===== src/rtl/upg_pkg.sv =====
// Shared definitions for the program-ROM upgrade loader: state codes, sync byte, ROM address width.
package upg_pkg;

  localparam int unsigned UPG_ADR_W = 14;
  localparam logic [7:0]  UPG_MAGIC = 8'hA5;

  typedef logic [2:0] upg_state_t;

  localparam upg_state_t ST_IDLE   = 3'd0;
  localparam upg_state_t ST_SYNC   = 3'd1;
  localparam upg_state_t ST_CNT_LO = 3'd2;
  localparam upg_state_t ST_CNT_HI = 3'd3;
  localparam upg_state_t ST_DATA   = 3'd4;
  localparam upg_state_t ST_DONE   = 3'd5;
  localparam upg_state_t ST_ERR    = 3'd6;

  // States in which an inter-byte silence aborts the session.
  function automatic logic upg_timed(input upg_state_t s);
    return (s == ST_CNT_LO) || (s == ST_CNT_HI) || (s == ST_DATA);
  endfunction

endpackage


===== src/rtl/upg_word_pack.sv =====
// Little-endian byte-to-word assembler; o_word_rdy pulses the cycle after the 4th byte.
// o_word only changes on completion, so it holds the last finished word; no backpressure.
module upg_word_pack (
  input  logic        clk,
  input  logic        rst,
  input  logic        i_clr,
  input  logic        i_byte_vld,
  input  logic [7:0]  i_byte_dat,
  output logic [1:0]  o_byte_idx,
  output logic        o_word_rdy,
  output logic [31:0] o_word
);

  logic [1:0]  r_idx;
  logic [23:0] r_shift;
  logic [31:0] r_word;
  logic        r_rdy;

  always_ff @(posedge clk) begin
    if (!rst) begin
      r_idx   <= '0;
      r_shift <= '0;
      r_word  <= '0;
      r_rdy   <= 1'b0;
    end else begin
      r_rdy <= 1'b0;
      if (i_clr) begin
        r_idx   <= '0;
        r_shift <= '0;
      end else if (i_byte_vld) begin
        if (r_idx == 2'd3) begin
          r_word <= {i_byte_dat, r_shift};
          r_rdy  <= 1'b1;
          r_idx  <= '0;
        end else begin
          r_shift[{r_idx, 3'b000} +: 8] <= i_byte_dat;
          r_idx                         <= r_idx + 2'd1;
        end
      end
    end
  end

  assign o_byte_idx = r_idx;
  assign o_word_rdy = r_rdy;
  assign o_word     = r_word;

endmodule


===== src/rtl/upg_loader.sv =====
// UART-fed program-ROM loader: MAGIC, 16-bit LE word count, then LE 32-bit words.
// One write pulse per word a cycle after its 4th byte; accepts a byte every cycle, no backpressure.
module upg_loader
  import upg_pkg::*;
#(
  parameter logic [7:0]  MAGIC     = UPG_MAGIC,
  parameter logic [31:0] TIMEOUT   = 32'd50_000_000,
  parameter int unsigned MAX_WORDS = 16384
) (
  input  logic                 clk,
  input  logic                 rst,
  input  logic                 start_i,
  input  logic                 rx_valid_i,
  input  logic [7:0]           rx_data_i,
  output logic                 upg_wen_o,
  output logic [UPG_ADR_W-1:0] upg_adr_o,
  output logic [31:0]          upg_dat_o,
  output logic                 upg_done_o,
  output logic                 upg_rst_o,
  output logic                 err_o
);

  localparam logic [16:0]        LP_MAX_WORDS = 17'(MAX_WORDS);
  localparam logic [UPG_ADR_W:0] LP_IDX_ONE   = {{UPG_ADR_W{1'b0}}, 1'b1};

  upg_state_t           r_state;
  logic [15:0]          r_n;
  logic [UPG_ADR_W:0]   r_word_idx;
  logic [UPG_ADR_W-1:0] r_adr;
  logic [31:0]          r_tmo;

  logic        w_timed;
  logic        w_tmo_exp;
  logic        w_start;
  logic        w_byte_vld;
  logic        w_last_byte;
  logic        w_last_word;
  logic        w_word_rdy;
  logic [1:0]  w_byte_idx;
  logic [31:0] w_word;
  logic [15:0] w_n_new;

  assign w_timed     = upg_timed(r_state);
  // A byte landing on the expiry cycle wins over the timeout.
  assign w_tmo_exp   = w_timed && !rx_valid_i && (r_tmo == TIMEOUT - 32'd1);
  assign w_start     = start_i && ((r_state == ST_IDLE) || (r_state == ST_DONE) || (r_state == ST_ERR));
  assign w_byte_vld  = rx_valid_i && (r_state == ST_DATA);
  assign w_last_byte = w_byte_vld && (w_byte_idx == 2'd3);
  assign w_n_new     = {rx_data_i, r_n[7:0]};
  assign w_last_word = w_word_rdy && ({1'b0, r_word_idx} == r_n);

  upg_word_pack u_pack (
    .clk        (clk),
    .rst        (rst),
    .i_clr      (w_start),
    .i_byte_vld (w_byte_vld),
    .i_byte_dat (rx_data_i),
    .o_byte_idx (w_byte_idx),
    .o_word_rdy (w_word_rdy),
    .o_word     (w_word)
  );

  always_ff @(posedge clk) begin
    if (!rst) begin
      r_state    <= ST_IDLE;
      r_n        <= '0;
      r_word_idx <= '0;
      r_adr      <= '0;
      r_tmo      <= '0;
    end else begin
      r_tmo <= (w_timed && !rx_valid_i) ? r_tmo + 32'd1 : '0;
      case (r_state)
        ST_IDLE, ST_DONE, ST_ERR: begin
          if (w_start) begin
            r_state    <= ST_SYNC;
            r_word_idx <= '0;
            r_n        <= '0;
          end
        end
        ST_SYNC: begin
          if (rx_valid_i && (rx_data_i == MAGIC)) r_state <= ST_CNT_LO;
        end
        ST_CNT_LO: begin
          if (rx_valid_i) begin
            r_n[7:0] <= rx_data_i;
            r_state  <= ST_CNT_HI;
          end else if (w_tmo_exp) begin
            r_state <= ST_ERR;
          end
        end
        ST_CNT_HI: begin
          if (rx_valid_i) begin
            r_n <= w_n_new;
            if (w_n_new == 16'd0)                       r_state <= ST_DONE;
            else if ({1'b0, w_n_new} > LP_MAX_WORDS)    r_state <= ST_ERR;
            else                                        r_state <= ST_DATA;
          end else if (w_tmo_exp) begin
            r_state <= ST_ERR;
          end
        end
        ST_DATA: begin
          if (w_last_word)    r_state <= ST_DONE;
          else if (w_tmo_exp) r_state <= ST_ERR;
          // Address is latched with the completing byte so it lines up with the write pulse.
          if (w_last_byte) begin
            r_adr      <= r_word_idx[UPG_ADR_W-1:0];
            r_word_idx <= r_word_idx + LP_IDX_ONE;
          end
        end
        default: r_state <= ST_IDLE;
      endcase
    end
  end

  assign upg_wen_o  = w_word_rdy && (r_state == ST_DATA);
  assign upg_adr_o  = r_adr;
  assign upg_dat_o  = w_word;
  assign upg_done_o = (r_state == ST_DONE);
  assign err_o      = (r_state == ST_ERR);
  assign upg_rst_o  = (r_state == ST_SYNC) || w_timed;

endmodule


===== config.mk =====
export PLATFORM = sky130hd
export DESIGN_NAME = upg_loader
export DESIGN_NICKNAME = d
export VERILOG_FILES = /design/src/rtl/upg_pkg.sv /design/src/rtl/upg_word_pack.sv /design/src/rtl/upg_loader.sv
export SDC_FILE = /design/constraint.sdc
export NUM_CORES = 1
export LEC_CHECK = 0
export BUFFER_PORTS_ARGS = -buffer_cell sky130_fd_sc_hd__buf_2
export CORE_MARGIN = 10
export CORE_UTILIZATION = 40
export CTS_BUF_LIST = sky130_fd_sc_hd__clkbuf_2
export DETAILED_ROUTE_END_ITERATION = 12
export RECOVER_POWER = 100
export SLEW_MARGIN = 10
export SYNTH_ARGS = -nofsm -noshare
export SYNTH_HDL_FRONTEND = slang
export SYNTH_SLANG_ARGS = --single-unit

===== constraint.sdc =====
create_clock -name clk -period 2.5 [get_ports clk]
set_clock_uncertainty 0.15 [all_clocks]
set_input_delay 0.125 -clock clk [delete_from_list [all_inputs] [get_ports clk]]
set_output_delay 0.125 -clock clk [all_outputs]
set_load 0.005 [all_outputs]

# Word-level counts from Yosys, hierarchy flattened

Index checks and enable logic that the tools add are counted.
Widths: inputs -> output; s select.

Register bits: 139
Word-level logic and storage cells: 87

Add/sub/neg operators: 4
Magnitude comparators: 1
Eq/ne operators: 15
Shift-type cells: 2
Muxes and demuxes: 20
Bitwise logic cells: 5
Reduce and logical (&&, ||, !) cells: 30

Operator list:

| operator               | number |
|---|---|
| $add 32x1->32 const B  | 1 |
| $eq 32x26->1 const B   | 1 |
| $mux 16                | 2 |
| $mux 15                | 2 |
| $pmux 15 s2            | 1 |
| $bwmux 24              | 1 |
| $pmux 8 s3             | 1 |
| $shift 8x7->24 const A | 1 |
| $shiftx 8x7->24        | 1 |
| $mux 3                 | 6 |
| $eq 15x16->1           | 1 |
| $gt 16x15->1 const B   | 1 |
| $logic_not 16->1       | 1 |
| $pmux 8 s2             | 1 |
| $add 15x1->15 const B  | 1 |
| $pmux 3 s5             | 1 |
| $eq 3x3->1 const B     | 3 |
| $reduce_and 3->1       | 3 |
| $eq 8x8->1 const B     | 1 |
| $logic_and 1x1->1      | 8 |
| $mux 8                 | 1 |
| $ne 2x2->1 const B     | 4 |
| $reduce_and 2->1       | 4 |
| $neg 5->7              | 1 |
| 15 further kinds       | 29 |

# Logic depth before layout (Yosys ltp)

Gate-level depths: netlist (run 1).

Word-level depth: 8
Depth in mapped cells: 8
Depth with buffers taken out: 7

# Cells and area by module

Synthesis (run 1) repeated with hierarchy kept, for this count alone.

Cell total of the unflattened synthesis: 706
Area, all modules: 6283.5 µm²

Modules (own cells, without submodules):

| module        | times used | cells each | area an instance (µm²) | sequential area each (µm²) |
|---|---|---|---|---|
| upg_loader    | 1          | 484        | 4047.6                 | 1601.5 |
| upg_word_pack | 1          | 222        | 2235.9                 | 1181.1 |

# Least setup slack after synthesis (run 1)

OpenSTA, ideal clock, no wires.

Path type: register to register
Start: reg r_tmo[0]
End: reg r_tmo[30]
Arrival time: 1.712 ns
Data required time: 2.279 ns
Path slack: 0.567 ns
Cell stages (with the launch flop): 7
Period minus slack after synthesis: 1.933 ns
Path through: dfxtp_1 -> ha_1 -> nand2_1 -> nor4_4 -> nand3_1 -> or3_1 -> a21oi_1

Word-level cells in the longest chain between the ends: 1

RTL lines:

| element                | RTL line         | RTL |
|---|---|---|
| from (decl)            | upg_loader.sv:30 | `logic [31:0] r_tmo;` |
| from (signal assigned) | upg_loader.sv:71 | `r_tmo <= (w_timed && !rx_valid_i) ? r_tmo + 32'd1 : '0;` |
| $add 32x1->32          | upg_loader.sv:71 |  |

No other way between the ends.
A chain may end at the register's enable or synchronous reset.

# Worst setup path after layout (run 1)

Start: reg r_state[1]
End: out upg_rst_o

Word-level cells in the longest chain between the ends: 4
Elaborated cells on any way between the ends: 7
Those cells by class: eq/ne (4); reduce/logical (3)

RTL lines:

| element                       | RTL line          | RTL |
|---|---|---|
| from (decl)                   | upg_loader.sv:26  | `upg_state_t r_state;` |
| from (signal assigned)        | upg_loader.sv:65  | `r_state <= ST_IDLE;` |
| from (signal assigned)        | upg_loader.sv:75  | `r_state <= ST_SYNC;` |
| from (signal assigned)        | upg_loader.sv:81  | `if (rx_valid_i && (rx_data_i == MAGIC)) r_state <= ST_CNT_LO;` |
| $eq 3x2->1                    | upg_pkg.sv:19     | `return (s == ST_CNT_LO) \|\| (s == ST_CNT_HI) \|\| (s == ST_DATA);` |
| $logic_or 1x1->1 (2 in a row) | upg_pkg.sv:19     |  |
| $logic_or 1x1->1 (*)          | upg_loader.sv:120 | `assign upg_rst_o = (r_state == ST_SYNC) \|\| w_timed;` |
| to (decl)                     | upg_loader.sv:19  | `output logic upg_rst_o,` |

Every way passes the cells marked *; elsewhere a longest branch is shown, timed or not.

==> out/qor.yml, run 1 <==
syn_area_per_cell_um2: 8.34
numPortBuffers: 61
synth_edf_count: 0
start_util: 0.405
cp-start-kind: "register"
ys.flop_type: "dfxtp_1"
drv_slew: 0
syn2layout_area_growth_pct: 12.8
grt.total_usage: 0.150
cts_buffer_depth: 2
drt_first_iter_violations: 282
max_slew.worst_pin.slew_ns: 0.607
final_area_um2: 6870
cts.clk_slew.worst_paths_ns: 0.19
met2_usage: 0.241
maxCapViolations: 0
tns_ns: 0
crit_type: "register to output pin"
place_area_um2: 6600
drc: 0
grt_pass1_wl_um: 24900
crit_fanout: 15
status: "finished clean"
cp.arrival_ns: 1.99
async_reset_ff_frac: 0
worstHoldPathType: "primary input to register"
grt_max_degree: 46
nets: 815
seqCellArea_um2: 2780
rsz0062_at_grt: "false"
drive_above_1_share: 0.0830
ys_seq_area_frac: 0.457
cts_sinks: 139
ys_ff_latch: 139
finalHoldViolCount: 0
drt_first_pass_iters: 4
vias: 5150
coreArea_um2: 15000
wl_per_cell_um: 14.9
finalSetupViolCount: 0
grt.busiest_layer: "met2"
power_density_nw_per_um2: 640
fmax_mhz: 441
endpoint_kind: "output pin"
ant_nets: 0
rows: 45
cts_root_buf: "clkbuf_2"
dieArea_um2: 20600
routed_wl_um: 14900
worstSkewPairLatency_ns: 0.67
die_w_um: 143
yosys_warnings: 0
die_h_um: 143
dp_hpwl_um: 10400
place.gp.congestion: 0.826
cts_tree: "built"
timing.final.crit_share: 0.907
viasPerCell: 5.17
netlist_area_um2: 6090
antenna_found_initial: 1
numCtsBuffers: 17
synthDistinctLibCells: 49
num_io_pins: 62
synth_cells: 730
multi_input_area_um2: 3120
total_leakage_power_nw: 2.30
ir_drop_v: 0.000297
htreeDepth: 4
grtUsageMet1: 0.189
use_met3: 0.0442
grt_pass1_vias: 5003
syn_nets: 749
fillers: 1490
max-slew-margin-rel: 0.595
required_ns: 2.23
overflow: 0
fin_crit_ns: 2.27
area by class of cell:
class / instances / share of cell area
multi-input combinational: 542 / 0.454
sequential: 139 / 0.405
timing repair buffer: 89 / 0.0687
tap: 188 / 0.0343
clock inverter: 10 / 0.0184
clock buffer: 20 / 0.0146
inverter: 7 / 0.00383
antenna: 2 / 0.000729
cell usage after synthesis (2+ instances only):
cell | number | area, um2
o31ai_1 | 2 | 15.0
o22ai_1 | 2 | 12.5
buf_2 | 9 | 45.0
nor3_4 | 2 | 32.5
nor3b_1 | 3 | 22.5
inv_1 | 7 | 26.3
and4_1 | 3 | 26.3
a211oi_1 | 2 | 15.0
nor4_1 | 5 | 31.3
nand3_1 | 56 | 280
clkbuf_1 | 31 | 116
buf_1 | 2 | 7.51
ha_1 | 7 | 87.6
nor3_1 | 8 | 40.0
o21ai_0 | 10 | 50.1
xnor2_1 | 27 | 236
nand2_1 | 149 | 559
a21oi_1 | 39 | 195
dfxtp_1 | 139 | 2780
nand2b_1 | 3 | 18.8
and2_1 | 7 | 43.8
nor2b_1 | 11 | 68.8
a21boi_0 | 55 | 413
nand3b_1 | 2 | 15.0
and3_1 | 11 | 68.8
xor2_1 | 30 | 263
or3_1 | 5 | 31.3
nor2_1 | 61 | 229
nand4_1 | 15 | 93.8
a22oi_1 | 8 | 60.1
through the flow:
step	util	setup WS, ns	hold WS, ns	instances	power [mW]
5_1_grt	0.457	0.0343	0.119	997	4.64
3_3_place_gp	0.439	0.438	0.295	954	3.10
6_report	0.457	0.233	0.194	997	4.39
2_1_floorplan	-	0.567	0.120	730	2.89
3_5_place_dp	0.439	0.379	0.301	954	3.12
4_1_cts	0.461	0.176	0.117	995	4.45
cell usage in the layout (no fill, tap or decap), types with 3 or more instances in the layout:
master | netlist | layout
o21ai_0 | 10 | 10
clkbuf_2 | 0 | 23
dlygate4sd3_1 | 0 | 11
or3_1 | 5 | 5
nor2b_1 | 11 | 11
a21oi_1 | 39 | 39
clkinv_1 | 0 | 3
nand2b_1 | 3 | 3
dfxtp_1 | 139 | 139
bufinv_16 | 0 | 3
and2_0 | 0 | 3
a22oi_1 | 8 | 8
ha_1 | 7 | 7
and4_1 | 3 | 3
and2_1 | 7 | 4
clkbuf_1 | 31 | 49
a21boi_0 | 55 | 55
nor3b_1 | 3 | 3
nor4_1 | 5 | 5
buf_2 | 9 | 13
xor2_1 | 30 | 30
nand2_1 | 149 | 149
buf_4 | 0 | 13
nand4_1 | 15 | 15
and3_1 | 11 | 11
nand3_1 | 56 | 56
nor3_1 | 8 | 8
xnor2_1 | 27 | 27
inv_1 | 7 | 7
nor2_1 | 61 | 60
power by group:
group / switching (mW) / total [mW] / internal (mW)
logic: 0.492 / 0.756 / 0.264
registers: 0.0731 / 2.34 / 2.26
clock network: 0.753 / 1.30 / 0.545
layer usage:
metal / share of wire / vias to the layer above
li1: - / 2603
met1: 0.47 / 2441
met2: 0.48 / 101
met3: 0.045 / 5
met4: 0.0071 / 0
met5: 0 / -
final timing paths:
check             slack (ns)                             from                              end  cells after the start
setup / recovery        0.23          r_state[1]$_SDFFE_PN0P_                        upg_rst_o                      4
hold / removal          0.19                     rx_data_i[5]   u_pack.o_word[29]$_SDFFE_PN0P_                      4
setup reg to reg        0.29          r_state[2]$_SDFFE_PN0P_      r_word_idx[10]$_SDFFE_PN0P_                      7
hold reg to reg         0.32  u_pack.r_shift[11]$_SDFFE_PP0P_  u_pack.r_shift[11]$_SDFFE_PP0P_                      2
kinds of logic (layout without fill, tap and decap cells):
family | after synthesis | in the layout | synth area share
other cells | 0 | 2 | 0
buf+inv | 49 | 126 | 0.0321
mux | 1 | 1 | 0.00164
flops | 139 | 139 | 0.457
fa+ha+maj | 7 | 7 | 0.0144
xor+xnor | 57 | 57 | 0.0820
simple gates | 351 | 351 | 0.277
compound gates | 126 | 126 | 0.136
registers in the layout (all words and copies together), names as in the netlist:
| signal | count |
|---|---|
| upg_adr_o | 14 |
| r_word_idx | 15 |
| u_pack.o_word_rdy | 1 |
| r_n | 16 |
| u_pack.r_shift | 24 |
| r_state | 3 |
| u_pack.o_byte_idx | 2 |
| r_tmo | 32 |
| u_pack.o_word | 32 |
repair_timing:
action,in CTS,in global routing
buffers inserted,0,0
gates resized for setup,0,0
hold endpoints to repair,103,0
hold buffers,11,0
critical path, stage by stage (launching register included):
cell      delay [ns]
dfxtp_1         0.68
nor2_2          0.07
buf_4           0.17
xnor2_1         0.25
clkbuf_1        0.17
Power figures use the tool's default switching activity.
==> run 2, diff against run 1 <==
- ABC_AREA: unset -> 1
==> run 2 against run 1 <==
  * Global-route usage is 0.89 points higher
  * Critical path depth is 5 higher
  * Total power is 8.4% higher
  * Critical path type is now register to register
  * Critical endpoint is now u_pack.o_word[28]$_SDFFE_PN0P_
  * Largest power group unchanged
  * Highest routed layer unchanged
==> out/qor.yml, run 2 <==
grt_max_degree: 40  # was 46
ys_seq_area_frac: 0.431  # was 0.457
cts_tree: "built"  # unchanged
p_seq_frac: 0.498  # was 0.532
num_io_pins: 62  # unchanged
syn_nets: 903  # was 749
power_density_nw_per_um2: 653  # was 640 nW/um2
max_slew.worst_pin.slew_ns: 0.860  # was 0.607 ns
numCtsBuffers: 17  # unchanged
ir_drop_v: 0.000455  # was 0.000297 V
syn2layout_area_growth_pct: 12.7  # was 12.8%
drv_slew: 0  # unchanged
start_util: 0.407  # was 0.405
ys_top_cells_by_count: "196 x nand2_1, 139 x dfxtp_1, 107 x a21oi_1"  # was 149 x nand2_1, 139 x dfxtp_1, 61 x nor2_1
yosys-top-cells-area: "dfxtp_1 43%, nand2_1 11%, a21oi_1 8.3%, nor2_1 6.1%, inv_1 4.2%"  # was dfxtp_1 46%, nand2_1 9.2%, a21boi_0 6.8%, nand3_1 4.6%, xor2_1 4.3%
cts.clk_slew.worst_paths_ns: 0.21  # was 0.19 ns
holdWs_ns: 0.167  # was 0.194 ns
fillers: 1698  # was 1490
yosysMostFrequentCell: "nand2_1"  # unchanged
crit_fanout: 39  # was 15
fmax_mhz: 438  # was 441 MHz
synth_cells: 884  # was 730
finalHoldViolCount: 0  # unchanged
cp-start-kind: "register"  # unchanged
swShare: 0.339  # was 0.300
synth_top_cell_area_share: 0.431  # was 0.457
yosys_warnings: 0  # unchanged
status: "finished clean"  # unchanged
final_cell_mix: "198 x nand2_1, 138 x dfxtp_1, 110 x nor2_1"  # was 149 x nand2_1, 139 x dfxtp_1, 60 x nor2_1
r2r_setup_slack_ns: 0.22  # was 0.29 ns
antenna_found_initial: 1  # unchanged
clock_power_share: 0.294  # was 0.296
dieArea_um2: 21600  # was 20600 um2
grt.total_usage: 0.158  # was 0.150
async_reset_ff_frac: 0  # unchanged
ys_ff_latch: 139  # unchanged
drc: 0  # unchanged
syn_area_per_cell_um2: 7.31  # was 8.34 um2
ys.flop_type: "dfxtp_1"  # unchanged
nets: 980  # was 815
htreeDepth: 4  # unchanged
layout_commonest_cell: "nand2_1"  # unchanged
overflow: 0  # unchanged
worstSkewPairLatency_ns: 0.71  # was 0.67 ns
worstHoldPathType: "primary input to register"  # unchanged
drt_first_iter_violations: 327  # was 282
synth_edf_count: 0  # unchanged
tns_ns: 0  # unchanged
coreArea_um2: 15900  # was 15000 um2
timing.final.crit_share: 0.913  # was 0.907
netlist_area_um2: 6460  # was 6090 um2
vias: 5859  # was 5150
dp_hpwl_um: 11900  # was 10400 um
rows: 46  # was 45
synth_area_leader_cell: "dfxtp_1"  # unchanged
fin_crit_ns: 2.28  # was 2.27 ns
synthDistinctLibCells: 48  # was 49
numPortBuffers: 61  # unchanged
place.gp.congestion: 0.842  # was 0.826
grt_pass1_wl_um: 28400  # was 24900 um
total_leakage_power_nw: 2.63  # was 2.30 nW
cts_sinks: 139  # unchanged
drive_above_1_share: 0.102  # was 0.0830
drt_first_pass_iters: 7  # was 4
p_int_mw: 3.14  # was 3.07 mW
required_ns: 3.01  # was 2.23 ns
maxCapViolations: 0  # unchanged
viasPerCell: 4.92  # was 5.17
max-slew-margin-rel: 0.421  # was 0.595
crit_type: "register to register"  # was register to output pin
combPwrFrac: 0.207  # was 0.172
wl_per_cell_um: 14.3  # was 14.9 um
endpoint_kind: "register"  # was output pin
ant_nets: 0  # unchanged
finalSetupViolCount: 0  # unchanged
die_w_um: 147  # was 143 um
cp.arrival_ns: 2.79  # was 1.99 ns
rsz0062_at_grt: "false"  # unchanged
cts_root_buf: "clkbuf_2"  # unchanged
die_h_um: 147  # was 143 um
grt_pass1_vias: 5479  # was 5003
switching_power_mw: 1.61  # was 1.32 mW
routed_wl_um: 17000  # was 14900 um
cts_buffer_depth: 2  # unchanged
==> run 2: cell count changes in the layout (fill, tap and decap cells not counted), sizes merged, moves of 10 or more <==
cell,change
a21oi,+71
inv,+71
nand2,+59
nor2,+56
a21boi,-55
o21ai,+29
xnor2,-25
nand3,-17
xor2,-16
nand4,+14
and3,-12
nor2b,-11
nor3,+10
==> run 2: power by group through the flow <==
stage                     Clock, mW  Sequential, mW  Combinational [mW]
final                          1.40            2.37               0.987
after global routing           1.53            2.38                1.11
after CTS                      1.45            2.37                1.02
after detailed placement          0            2.41                1.00
after global placement            0            2.41                1.00
after floorplan                   0            2.39               0.790
==> run 2: kinds of logic after synthesis <==
| kind of cell | Yosys count | share of synthesized area |
|---|---|---|
| buf+inv | 117 | 0.0736 |
| compound gates | 169 | 0.143 |
| simple gates | 436 | 0.318 |
| xor+xnor | 16 | 0.0217 |
| flops | 139 | 0.431 |
| fa+ha+maj | 7 | 0.0136 |
==> run 2: final cells by class <==
class	instances	area, um2	share of cell area
flip-flops and latches	139	2780	0.382
multi-input cells	628	3150	0.432
clock buffers	20	100	0.0137
repair buffers	91	508	0.0697
inverters	84	325	0.0447
diodes	1	2.50	0.000344
clock inverters	12	149	0.0204
well taps	216	270	0.0371
==> run 2: critical path, cell delays in order, from the launching register on <==
cell and delay [ns]:
dfxtp_1 0.40, inv_2 0.12, nand3_4 0.17, nor2_8 0.17, nand2_8 0.05, inv_2 0.08, buf_6 0.27, nand2_1 0.09
a21oi_1 0.15, dlygate4sd3_1 0.57
==> run 2: repair_timing <==
action,in CTS,in global routing
endpoints found under the setup margin,0,12
endpoints found under the hold margin,111,0
buffers inserted,0,0
hold buffers,18,0
gates resized for setup,0,3
==> run 2: layer usage <==
layer | track usage | vias to the layer above | wire [um]
met5 | 0 | - | 0
met4 | 0.0421 | 0 | 136
met3 | 0.0412 | 10 | 904
met2 | 0.240 | 135 | 7570
met1 | 0.218 | 2657 | 8430
li1 | - | 3057 | -
==> run 2: final timing paths <==
check	start	to	depth (start not counted)
min reg2reg	u_pack.r_shift[16]$_SDFFE_PP0P_	u_pack.o_word[16]$_SDFFE_PN0P_	2
min	rx_data_i[1]	u_pack.r_shift[17]$_SDFFE_PP0P_	4
max reg2reg	r_state[1]$_SDFFE_PN0P_	u_pack.o_word[28]$_SDFFE_PN0P_	9
max	r_state[1]$_SDFFE_PN0P_	u_pack.o_word[28]$_SDFFE_PN0P_	9
==> run 2: metrics by stage <==
stage	setup WS [ns]	total power [mW]	cell area, um2	cells	utilization
after detailed placement	0.544	3.41	6970	1140	0.439
after global routing	0.0706	5.03	7280	1191	0.459
after floorplan	0.528	3.18	6460	884	-
final	0.217	4.76	7280	1191	0.459
after global placement	0.554	3.42	6970	1140	0.439
after CTS	0.107	4.84	7400	1190	0.466
